===== src/rtl/pulse_seq_pkg.sv =====
// Shared state encoding, default widths and helpers for the pulse sequencer.
// PULSE_SEQ_NUTATION_EN adds the nutation pulse/delay states ahead of pulse 1.
package pulse_seq_pkg;

   localparam int PER_W_DEF    = 32;
   localparam int SEG_W_DEF    = 16;
   localparam int BL_W_DEF     = 8;
   localparam int CPMG_MAX_DEF = 255;
   localparam int MIN_PER      = 2;

   typedef enum logic [3:0] {
      S_LOAD,
`ifdef PULSE_SEQ_NUTATION_EN
      S_NUT,
      S_NDEL,
`endif
      S_P1,
      S_DEL,
      S_P2,
      S_CPDEL,
      S_TAIL,
      S_WAIT
   } state_t;

   // States that drive the RF gate.
   function automatic logic is_pulse(input state_t s);
      logic r;
      r = 1'b0;
      case (s)
`ifdef PULSE_SEQ_NUTATION_EN
         S_NUT: r = 1'b1;
`endif
         S_P1:  r = 1'b1;
         S_P2:  r = 1'b1;
         default: r = 1'b0;
      endcase
      return r;
   endfunction

   // States inside the pulse train; also the inhibit window when enabled.
   function automatic logic is_busy(input state_t s);
      logic r;
      r = 1'b0;
      case (s)
`ifdef PULSE_SEQ_NUTATION_EN
         S_NUT:   r = 1'b1;
         S_NDEL:  r = 1'b1;
`endif
         S_P1:    r = 1'b1;
         S_DEL:   r = 1'b1;
         S_P2:    r = 1'b1;
         S_CPDEL: r = 1'b1;
         S_TAIL:  r = 1'b1;
         default: r = 1'b0;
      endcase
      return r;
   endfunction

endpackage


===== src/rtl/seg_timer.sv =====
// Loadable down-counter shared by all sequence segments; done is high while
// the count sits at zero, which marks the last cycle of the current segment.
module seg_timer #(
   parameter int W = 17
) (
   input  logic         clk,
   input  logic         rst_n,
   input  logic         load,
   input  logic [W-1:0] load_val,
   output logic         done
);

   logic [W-1:0] cnt_reg;

   always_ff @(posedge clk or negedge rst_n) begin
      if (!rst_n) begin
         cnt_reg <= '0;
      end else if (load) begin
         cnt_reg <= load_val;
      end else if (cnt_reg != '0) begin
         cnt_reg <= cnt_reg - W'(1);
      end
   end

   assign done = (cnt_reg == '0);

endmodule


===== src/rtl/pulse_sequencer.sv =====
// Per-period RF gate sequencer: pulse 1, delay, pulse 2, optional CPMG train,
// plus inhibit and sync. Define PULSE_SEQ_NUTATION_EN for the nutation pre-pulse.
module pulse_sequencer
   import pulse_seq_pkg::*;
#(
   parameter int PER_W    = PER_W_DEF,
   parameter int SEG_W    = SEG_W_DEF,
   parameter int BL_W     = BL_W_DEF,
   parameter int CPMG_MAX = CPMG_MAX_DEF
) (
   input  logic             clk,
   input  logic             rst_n,
   input  logic [PER_W-1:0] per,
   input  logic [SEG_W-1:0] p1wid,
   input  logic [SEG_W-1:0] del,
   input  logic [SEG_W-1:0] p2wid,
   input  logic             cp,
   input  logic [BL_W-1:0]  p_bl,
   input  logic             bl,
   input  logic             rxd,
`ifdef PULSE_SEQ_NUTATION_EN
   input  logic [7:0]       nut_w,
   input  logic [15:0]      nut_d,
`endif
   output logic             pulse,
   output logic             inhib,
   output logic             sync,
   output logic             busy,
   output logic             upd_pend
);

   localparam int TW    = SEG_W + 1;
   localparam int REP_W = (CPMG_MAX < 1) ? 1 : $clog2(CPMG_MAX + 1);

   state_t           state_reg, state_next, tgt;
   logic [PER_W-1:0] cnt_reg, cnt_next;
   logic [PER_W-1:0] per_s_reg;
   logic [SEG_W-1:0] p1wid_s_reg, del_s_reg, p2wid_s_reg;
   logic [BL_W-1:0]  p_bl_s_reg;
   logic             cp_s_reg, bl_s_reg;
   logic [REP_W-1:0] rep_reg;
   logic             rxd_d_reg, upd_pend_reg;
   logic             pulse_reg, inhib_reg, sync_reg;

   logic [SEG_W-1:0] p1wid_cur, del_cur, p2wid_cur;
   logic [BL_W-1:0]  p_bl_cur;
   logic             cp_cur;
   logic             load_cfg, wrap, enter, rep_inc, seg_load, seg_done;
   logic [TW-1:0]    seg_len, seg_val;

`ifdef PULSE_SEQ_NUTATION_EN
   logic [7:0]       nut_w_s_reg, nut_w_cur;
   logic [15:0]      nut_d_s_reg, nut_d_cur;
   localparam state_t FIRST_SEG = S_NUT;
`else
   localparam state_t FIRST_SEG = S_P1;
`endif

   // In the load cycle the shadows are being written, so decisions taken there
   // must see the incoming values rather than the stale shadows.
   assign load_cfg  = (state_reg == S_LOAD);
   assign p1wid_cur = load_cfg ? p1wid : p1wid_s_reg;
   assign del_cur   = load_cfg ? del   : del_s_reg;
   assign p2wid_cur = load_cfg ? p2wid : p2wid_s_reg;
   assign p_bl_cur  = load_cfg ? p_bl  : p_bl_s_reg;
   assign cp_cur    = load_cfg ? cp    : cp_s_reg;
`ifdef PULSE_SEQ_NUTATION_EN
   assign nut_w_cur = load_cfg ? nut_w : nut_w_s_reg;
   assign nut_d_cur = load_cfg ? nut_d : nut_d_s_reg;
`endif

   assign wrap     = !load_cfg && (cnt_reg == per_s_reg - PER_W'(1));
   assign cnt_next = wrap ? '0 : cnt_reg + PER_W'(1);
   assign seg_val  = seg_len - TW'(1);

   always_comb begin
      state_next = state_reg;
      tgt        = state_reg;
      enter      = 1'b0;
      rep_inc    = 1'b0;
      seg_len    = '0;
      seg_load   = 1'b0;

      case (state_reg)
         S_LOAD: begin
            tgt   = FIRST_SEG;
            enter = 1'b1;
         end
`ifdef PULSE_SEQ_NUTATION_EN
         S_NUT:   if (seg_done) begin tgt = S_NDEL; enter = 1'b1; end
         S_NDEL:  if (seg_done) begin tgt = S_P1;   enter = 1'b1; end
`endif
         S_P1:    if (seg_done) begin tgt = S_DEL;  enter = 1'b1; end
         S_DEL:   if (seg_done) begin tgt = S_P2;   enter = 1'b1; end
         S_P2: begin
            if (seg_done) begin
               enter = 1'b1;
               if (cp_cur && (rep_reg < REP_W'(CPMG_MAX))) begin
                  tgt     = S_CPDEL;
                  rep_inc = 1'b1;
               end else begin
                  tgt = S_TAIL;
               end
            end
         end
         S_CPDEL: if (seg_done) begin tgt = S_P2;   enter = 1'b1; end
         S_TAIL:  if (seg_done) begin tgt = S_WAIT; enter = 1'b1; end
         default: ;
      endcase

      // Zero-length segments occupy no cycles; fall through to the next one.
      if (enter) begin
`ifdef PULSE_SEQ_NUTATION_EN
         if (tgt == S_NUT  && nut_w_cur == '0) tgt = S_P1;
         if (tgt == S_NDEL && nut_d_cur == '0) tgt = S_P1;
`endif
         if (tgt == S_P1    && p1wid_cur == '0) tgt = S_DEL;
         if (tgt == S_DEL   && del_cur   == '0) tgt = S_P2;
         if (tgt == S_CPDEL && del_cur   == '0) tgt = S_P2;
         if (tgt == S_P2    && p2wid_cur == '0) tgt = S_TAIL;
         if (tgt == S_TAIL  && p_bl_cur  == '0) tgt = S_WAIT;

         case (tgt)
`ifdef PULSE_SEQ_NUTATION_EN
            S_NUT:   seg_len = TW'(nut_w_cur);
            S_NDEL:  seg_len = TW'(nut_d_cur);
`endif
            S_P1:    seg_len = TW'(p1wid_cur);
            S_DEL:   seg_len = TW'(del_cur);
            S_P2:    seg_len = TW'(p2wid_cur);
            S_CPDEL: seg_len = {del_cur, 1'b0};
            S_TAIL:  seg_len = TW'(p_bl_cur);
            default: seg_len = '0;
         endcase

         state_next = tgt;
         seg_load   = (tgt != S_WAIT);
      end

      // The period boundary wins over whatever segment is in progress.
      if (wrap) begin
         state_next = S_LOAD;
         seg_load   = 1'b0;
         rep_inc    = 1'b0;
      end
   end

   seg_timer #(
      .W        (TW)
   ) u_seg_timer (
      .clk      (clk),
      .rst_n    (rst_n),
      .load     (seg_load),
      .load_val (seg_val),
      .done     (seg_done)
   );

   always_ff @(posedge clk or negedge rst_n) begin
      if (!rst_n) begin
         per_s_reg   <= PER_W'(MIN_PER);
         p1wid_s_reg <= '0;
         del_s_reg   <= '0;
         p2wid_s_reg <= '0;
         p_bl_s_reg  <= '0;
         cp_s_reg    <= 1'b0;
         bl_s_reg    <= 1'b0;
`ifdef PULSE_SEQ_NUTATION_EN
         nut_w_s_reg <= '0;
         nut_d_s_reg <= '0;
`endif
      end else if (load_cfg) begin
         per_s_reg   <= (per < PER_W'(MIN_PER)) ? PER_W'(MIN_PER) : per;
         p1wid_s_reg <= p1wid;
         del_s_reg   <= del;
         p2wid_s_reg <= p2wid;
         p_bl_s_reg  <= p_bl;
         cp_s_reg    <= cp;
         bl_s_reg    <= bl;
`ifdef PULSE_SEQ_NUTATION_EN
         nut_w_s_reg <= nut_w;
         nut_d_s_reg <= nut_d;
`endif
      end
   end

   always_ff @(posedge clk or negedge rst_n) begin
      if (!rst_n) begin
         state_reg    <= S_LOAD;
         cnt_reg      <= '0;
         rep_reg      <= '0;
         rxd_d_reg    <= 1'b0;
         upd_pend_reg <= 1'b0;
         pulse_reg    <= 1'b0;
         inhib_reg    <= 1'b0;
         sync_reg     <= 1'b0;
      end else begin
         state_reg <= state_next;
         cnt_reg   <= cnt_next;
         rxd_d_reg <= rxd;
         if (load_cfg) begin
            rep_reg <= '0;
         end else if (rep_inc) begin
            rep_reg <= rep_reg + REP_W'(1);
         end
         if (load_cfg) begin
            upd_pend_reg <= 1'b0;
         end else if (rxd && !rxd_d_reg) begin
            upd_pend_reg <= 1'b1;
         end
         pulse_reg <= is_pulse(state_reg);
         inhib_reg <= bl_s_reg & is_busy(state_reg);
         sync_reg  <= load_cfg;
      end
   end

   assign pulse    = pulse_reg;
   assign inhib    = inhib_reg;
   assign sync     = sync_reg;
   assign busy     = is_busy(state_reg);
   assign upd_pend = upd_pend_reg;

endmodule

===== config.mk =====
export PLATFORM = sky130hd
export DESIGN_NAME = pulse_sequencer
export DESIGN_NICKNAME = d
export VERILOG_FILES = /design/src/rtl/pulse_seq_pkg.sv /design/src/rtl/seg_timer.sv /design/src/rtl/pulse_sequencer.sv
export SDC_FILE = /design/constraint.sdc
export NUM_CORES = 1
export LEC_CHECK = 0
export ABC_CLOCK_PERIOD_IN_PS = 5600
export CAP_MARGIN = 15
export CORE_UTILIZATION = 40
export CTS_CLUSTER_DIAMETER = 40
export DETAILED_ROUTE_END_ITERATION = 16
export HOLD_SLACK_MARGIN = 0.03
export PLACE_DENSITY = 0.65
export RECOVER_POWER = 25
export SLEW_MARGIN = 10
export SYNTH_ARGS = -nofsm -noshare
export SYNTH_HDL_FRONTEND = slang
export SYNTH_SLANG_ARGS = --single-unit
export TNS_END_PERCENT = 1

===== constraint.sdc =====
create_clock -name clk -period 5.6 [get_ports clk]
set_clock_uncertainty 0.15 [all_clocks]
set_input_delay 1.4 -clock clk [delete_from_list [all_inputs] [get_ports clk]]
set_output_delay 1.4 -clock clk [all_outputs]
set_load 0.005 [all_outputs]

**Word-level counts from Yosys, hierarchy flattened**

Index checks and enable logic that the tools add are counted.

- Flip-flop bits (word level): 156
- Input bits: 93
- Output and inout port bits: 5
- Word-level logic and storage cells: 108

- $add $sub $neg: 5
- Order comparisons: 2
- Eq/ne operators: 17
- Multiplexer cells: 43
- Bitwise operators: 1
- Reductions and logical operators: 24

Operators with widths:

| operator | count |
|---|---|
| $pmux W17 S5 | 1 |
| $mux W32 | 2 |
| $mux W4 | 16 |
| $mux W17 | 3 |
| $logic_not A16 Y1 | 3 |
| $mux W16 | 3 |
| $sub A17 B1 Y17 const B | 2 |
| $add A32 B1 Y32 const B | 1 |
| $eq A32 B32 Y1 | 1 |
| $lt A32 B2 Y1 const B | 1 |
| $sub A32 B1 Y32 const B | 1 |
| $eq A4 B2 Y1 const B | 6 |
| $eq A4 B3 Y1 const B | 6 |
| $mux W8 | 3 |
| $pmux W4 S5 | 1 |
| $logic_not A17 Y1 | 1 |
| $reduce_bool A17 Y1 | 1 |
| $mux W1 | 13 |
| $eq A4 B1 Y1 const B | 3 |
| $add A8 B1 Y8 const B | 1 |
| $logic_and A1 B1 Y1 | 8 |
| $logic_not A8 Y1 | 1 |
| $lt A8 B8 Y1 const B | 1 |
| $reduce_bool A2 Y1 | 4 |
| other kinds (7) | 9 |

**Depth between registers and ports, before layout**

- Word-level depth: 31
- Mapped depth: 22
- Gate-level depth less buffers: 18

**By module**

Synthesis repeated with hierarchy kept, for this count alone.

- Cell total of the unflattened synthesis: 1115
- Area, all modules: 9639.2 sq um

By module, submodules not included:

| module | times used | cells each | area an instance (sq um) | seq. area each (sq um) |
|---|---|---|---|---|
| pulse_sequencer | 1 | 1006 | 8605.8 | 3479.6 |
| seg_timer | 1 | 109 | 1033.5 | 425.4 |

**Worst setup path after synthesis**

Ideal clock, no wire load.

- Kind: input to register
- Start: in del[12]
- End: reg u_seg_timer.cnt_reg[14]
- Library setup time: 128 ps
- Arrival: 5023 ps
- Required time: 5322 ps
- Slack: 299 ps
- Stages on the path: 18
- Path buffers: 2
- Cell sequence: or4_1 -> nor2_1 -> nand4_1 -> a211o_1 -> nor3_1 -> or2_1 -> a21oi_1 -> a211o_1 -> buf_6 -> buf_6 -> or3_1 -> o21ai_1 -> ha_1 -> and3_1 -> a41oi_2 -> nor4_4 -> xnor2_1 -> o22ai_1

- Longest elaborated chain between the ends: 22
- Elaborated cells on any way between the ends: 30
- Those cells by class: add/sub (1); eq/ne (9); mux (14); reduce/logical (6)

RTL lines:

| element | line | RTL |
|---|---|---|
| from (decl) | pulse_sequencer.sv:15 | `input logic [SEG_W-1:0] del,` |
| $mux W16 * | - |  |
| $logic_not A16 Y1 | pulse_sequencer.sv:118, pulse_sequencer.sv:119 |  |
| $logic_and A1 B1 Y1 | pulse_sequencer.sv:118 | `if (tgt == S_DEL && del_cur == '0) tgt = S_P2;` |
| $mux W4 | pulse_sequencer.sv:118 |  |
| $mux W4 | pulse_sequencer.sv:112 | `if (enter) begin` |
| $eq A4 B3 Y1 | pulse_sequencer.sv:119 | `if (tgt == S_CPDEL && del_cur == '0) tgt = S_P2;` |
| $logic_and A1 B1 Y1 | pulse_sequencer.sv:119 |  |
| $mux W4 | pulse_sequencer.sv:119 |  |
| [6 not listed] | - |  |
| $logic_and A1 B1 Y1 | pulse_sequencer.sv:121 | `if (tgt == S_TAIL && p_bl_cur == '0) tgt = S_WAIT;` |
| $mux W4 | pulse_sequencer.sv:121 |  |
| $mux W4 | pulse_sequencer.sv:112 |  |
| $eq A4 B3 Y1, or another cell as far along | pulse_sequencer.sv:123 | `case (tgt)` |
| $pmux W17 S5 | pulse_sequencer.sv:123 |  |
| $mux W17 | pulse_sequencer.sv:112 |  |
| $sub A17 B1 Y17 | pulse_sequencer.sv:74 | `assign seg_val = seg_len - TW'(1);` |
| $mux W17 | seg_timer.sv:18 | `end else if (load) begin` |
| to (signal assigned) | seg_timer.sv:19 | `cnt_reg <= load_val;` |
| to (signal assigned) | seg_timer.sv:21 | `cnt_reg <= cnt_reg - W'(1);` |
| to (decl) | seg_timer.sv:13 | `logic [W-1:0] cnt_reg;` |

Every way passes the cells marked *; elsewhere a longest branch is shown, timed or not. The select of a mux whose other input is x is not followed.
A chain may end at the register's enable or synchronous reset.

**Worst setup path in the final report**

Same ends and word-level chain as after synthesis.

==> run_summary.xml <==
<?xml version="1.0" encoding="UTF-8"?>
<metrics>
  <group name="final_layout">
    <metric name="diodes" unit="">0</metric>
    <metric name="most_common_cell_after_layout_fill_and_taps_aside" unit="">sky130_fd_sc_hd__nand2_1</metric>
    <metric name="synthToLayoutAreaGrowth" unit="%">21.3</metric>
    <metric name="post-route-cell-area" unit="um2">11700</metric>
    <metric name="top_library_cells_by_usage_in_the_layout_fill_and_taps_aside" unit="">sky130_fd_sc_hd__nand2_1 (250), sky130_fd_sc_hd__dfrtp_1 (155), sky130_fd_sc_hd__nor2_1 (99)</metric>
    <metric name="final_nets" unit="">1333</metric>
    <metric name="final_layout_size_suffix_gt1_share" unit="%">11.0</metric>
  </group>
  <group name="sta">
    <metric name="hold_slack" unit="ns">0.335</metric>
    <metric name="finalMaxSlewViolations" unit="">71</metric>
    <metric name="maxSlewHeadroom" unit="%">-158</metric>
    <metric name="max_freq" unit="MHz">190</metric>
    <metric name="post-route-period-util" unit="%">94.1</metric>
    <metric name="setup_viol_count_final" unit="">0</metric>
    <metric name="tightest_slew" unit="ns">3.87</metric>
    <metric name="setup_tns" unit="ns">0</metric>
    <metric name="hold_viol_final" unit="">0</metric>
    <metric name="finalCriticalPeriod" unit="ns">5.27</metric>
    <metric name="grt_setup_unrepaired" unit="">true</metric>
  </group>
  <group name="floorplan">
    <metric name="coreArea" unit="um2">23500</metric>
    <metric name="die-width" unit="um">157</metric>
    <metric name="die-area" unit="um2">24700</metric>
    <metric name="io-pin-count" unit="">98</metric>
    <metric name="cell_row_count" unit="">56</metric>
    <metric name="die_h" unit="um">157</metric>
    <metric name="initial_core_util" unit="%">41.0</metric>
  </group>
  <group name="synth">
    <metric name="yosys-mux-area-fraction" unit="%">4.18</metric>
    <metric name="synth_top_cell_area_share" unit="%">40.2</metric>
    <metric name="synth.distinct_cells" unit="">92</metric>
    <metric name="synth-compound-area-share" unit="%">12.7</metric>
    <metric name="asyncSetResetFlopFracSynth" unit="%">100</metric>
    <metric name="synth.avg_cell_area" unit="um2">8.54</metric>
    <metric name="synth_area_leaders" unit="">sky130_fd_sc_hd__dfrtp_1 (40%), sky130_fd_sc_hd__nand2_1 (9.7%), sky130_fd_sc_hd__xor2_1 (4.0%)</metric>
    <metric name="yosys.area_share.simple" unit="%">30.5</metric>
    <metric name="post_synth_instance_area" unit="um2">9650</metric>
    <metric name="synth_xor_area_share" unit="%">7.72</metric>
    <metric name="synthAdderAreaFrac" unit="%">0.519</metric>
    <metric name="synthesized_flop_and_latch_total" unit="">156</metric>
    <metric name="synthesized_netlist_net_count" unit="">1227</metric>
    <metric name="synth-seq-area-share" unit="%">40.5</metric>
    <metric name="synth_top_cell_by_area" unit="">sky130_fd_sc_hd__dfrtp_1</metric>
    <metric name="largest_family_of_logic_cells_by_synthesized_area" unit="">simple AND/OR/NAND/NOR gates</metric>
    <metric name="synth_top_flop_cell" unit="">sky130_fd_sc_hd__dfrtp_1</metric>
    <metric name="synth_enable_flop_cells" unit="">0</metric>
    <metric name="yosysWarnings" unit="">0</metric>
    <metric name="netlist_instances" unit="">1130</metric>
  </group>
  <group name="clocking">
    <metric name="cts_tree" unit="">built</metric>
    <metric name="cts_hold_repair.buffers" unit="">0</metric>
    <metric name="post_cts_buffers" unit="">0</metric>
    <metric name="cts_buffers" unit="">17</metric>
    <metric name="clkSlewWorstSetupHoldPaths" unit="ns">0.07</metric>
    <metric name="clock_latency" unit="ns">0.43</metric>
    <metric name="cts_sinks" unit="">156</metric>
    <metric name="maximum_count_of_clock_buffers_along_a_single_path" unit="">2</metric>
    <metric name="cts_resized" unit="">0</metric>
    <metric name="cts.htree.levels" unit="">4</metric>
    <metric name="cts-root-buf" unit="">sky130_fd_sc_hd__clkbuf_16</metric>
  </group>
  <group name="detailed_routing">
    <metric name="final_antenna_net_count" unit="">0</metric>
    <metric name="detail_route.drc_violations" unit="">0</metric>
    <metric name="via_count" unit="">8629</metric>
    <metric name="drt-wirelength-per-cell" unit="um">16.7</metric>
    <metric name="viasPerCell" unit="">5.50</metric>
    <metric name="postRouteWirelength" unit="mm">26.1</metric>
    <metric name="drt_pass1_iterations" unit="">5</metric>
    <metric name="drt_iter0_drc" unit="">796</metric>
  </group>
  <group name="worst_setup_path">
    <metric name="crit_path_start_kind" unit="">primary input</metric>
    <metric name="timing.critical_path.fanout_max" unit="">4</metric>
    <metric name="timing.critical_path.to_type" unit="">register</metric>
    <metric name="critPathKind" unit="">in -&gt; reg</metric>
    <metric name="worst-r2r-cell-count" unit="">19</metric>
    <metric name="required_time_worst_endpoint" unit="ns">5.74</metric>
    <metric name="critical_path.endpoint" unit="">u_seg_timer.cnt_reg[14]$_DFFE_PN0P_</metric>
    <metric name="worstSetupStartpoint" unit="">del[12]</metric>
    <metric name="r2r_end" unit="">u_seg_timer.cnt_reg[14]$_DFFE_PN0P_</metric>
    <metric name="reg2reg_from" unit="">state_reg[1]$_DFFE_PN0P_</metric>
    <metric name="worstPathArrival" unit="ns">5.41</metric>
    <metric name="worst-r2r-setup-slack" unit="ns">0.51</metric>
  </group>
  <group name="power">
    <metric name="peak_vdd_ir" unit="V">0.000161</metric>
    <metric name="powerDensity" unit="nW/um2">204</metric>
    <metric name="leakagePower" unit="nW">4.86</metric>
    <metric name="p_total" unit="W">0.00239</metric>
  </group>
  <group name="min_path">
    <metric name="hold_path_class" unit="">reg -&gt; reg</metric>
  </group>
  <group name="outcome">
    <metric name="status" unit="">complete, but fails checks</metric>
    <metric name="violations" unit="">max-capacitance violations, max-slew violations</metric>
  </group>
  <group name="global_route">
    <metric name="grtUsageTotal" unit="%">22.0</metric>
    <metric name="largest_net_degree_at_the_start_of_global_routing" unit="">87</metric>
    <metric name="overflow" unit="">0</metric>
    <metric name="grt_pass1_vias" unit="">8136</metric>
    <metric name="first_pass_grt_wire_length" unit="mm">42.4</metric>
    <metric name="antenna_found_initial" unit="">0</metric>
  </group>
  <group name="job">
    <metric name="max-cap-violations" unit="">1</metric>
  </group>
  <group name="placement">
    <metric name="io_buffer_count" unit="">97</metric>
    <metric name="place_congestion" unit="">0.899</metric>
    <metric name="dpl.hpwl" unit="mm">19.8</metric>
    <metric name="detailed_place.area" unit="um2">11100</metric>
  </group>
</metrics>
## metal layers
layer | global-route usage (%) | share of wire [%] | wire (um)
met2 | 33.9 | 45 | 11800
met1 | 31.9 | 49 | 12800
met3 | 3.77 | 4.6 | 1210
met4 | 5.36 | 1.3 | 339
met5 | 0 | 0 | 0
## how the worst min path moves through the flow
| stage | startpoint | end | slack, ns | cells after the start |
|---|---|---|---|---|
| floorplan | bl_s_reg$_DFFE_PN0P_ | bl_s_reg$_DFFE_PN0P_ | 0.29 | 2 |
| global placement | bl_s_reg$_DFFE_PN0P_ | bl_s_reg$_DFFE_PN0P_ | 0.30 | 2 |
| detailed placement | bl_s_reg$_DFFE_PN0P_ | bl_s_reg$_DFFE_PN0P_ | 0.31 | 2 |
| CTS | bl_s_reg$_DFFE_PN0P_ | bl_s_reg$_DFFE_PN0P_ | 0.33 | 2 |
| global route | p2wid_s_reg[3]$_DFF_PN0_ | p2wid_s_reg[3]$_DFF_PN0_ | 0.39 | 2 |
| finish | bl_s_reg$_DFFE_PN0P_ | bl_s_reg$_DFFE_PN0P_ | 0.33 | 2 |
## cell type report
class | instances | area (um2)
Clock buffer | 18 | 439
Clock inverter | 14 | 150
Fill cell | 2280 | 11800
Inverter | 39 | 149
Multi-Input combinational cell | 884 | 5380
Sequential cell | 156 | 3910
Tap cell | 319 | 399
Timing Repair Buffer | 138 | 1280
## metrics by stage
| step | worst slack [ns] | std cells | utilization [%] |
|---|---|---|---|
| 6_report | 0.332 | 1568 | 49.7 |
| 2_1_floorplan | 0.299 | 1130 | - |
| 5_1_grt | -0.00727 | 1568 | 49.7 |
| 3_5_place_dp | -0.128 | 1535 | 47.2 |
| 3_3_place_gp | -0.0676 | 1535 | 47.2 |
| 4_1_cts | 0.317 | 1567 | 49.7 |
## cell families after synthesis
group,after synthesis
buffers and inverters,90
AND/OR/NAND/NOR,588
adder cells (fa/ha/maj),4
multiplexers,38
flip-flops,156
AO/OA/AOI/OAI,169
XOR/XNOR,85
## cell usage after synthesis (all sizes together), types with 29 or more instances
cell type,n
a21oi,37
nor3,44
mux2i,32
nor4,48
nor2,102
xnor2,41
inv,39
xor2,44
nand2,251
nand3,37
clkbuf,29
o21ai,36
dfrtp,155
## worst max-delay path: stages
cell and delay [ns]:
sky130_fd_sc_hd__clkdlybuf4s50_1 0.41, sky130_fd_sc_hd__or4_1 0.58, sky130_fd_sc_hd__nor2_1 0.16, sky130_fd_sc_hd__nand4_1 0.25
sky130_fd_sc_hd__a211o_1 0.36, sky130_fd_sc_hd__nor3_1 0.12, sky130_fd_sc_hd__or2_1 0.14, sky130_fd_sc_hd__a21oi_1 0.08
sky130_fd_sc_hd__a211o_1 0.34, sky130_fd_sc_hd__or3_1 0.37, sky130_fd_sc_hd__o21ai_1 0.13, sky130_fd_sc_hd__ha_2 0.24
sky130_fd_sc_hd__and3_1 0.17, sky130_fd_sc_hd__a41oi_2 0.06, sky130_fd_sc_hd__nor4_4 0.36, sky130_fd_sc_hd__xnor2_1 0.16
sky130_fd_sc_hd__o22ai_1 0.09
## report_power, final
part	total, W	switching [W]	internal [W]
sequential	0.00113	0.000000972	0.00113
combinational	0.000108	0.0000448	0.0000631
clock	0.00116	0.000514	0.000642
Power figures use the tool's default switching activity.
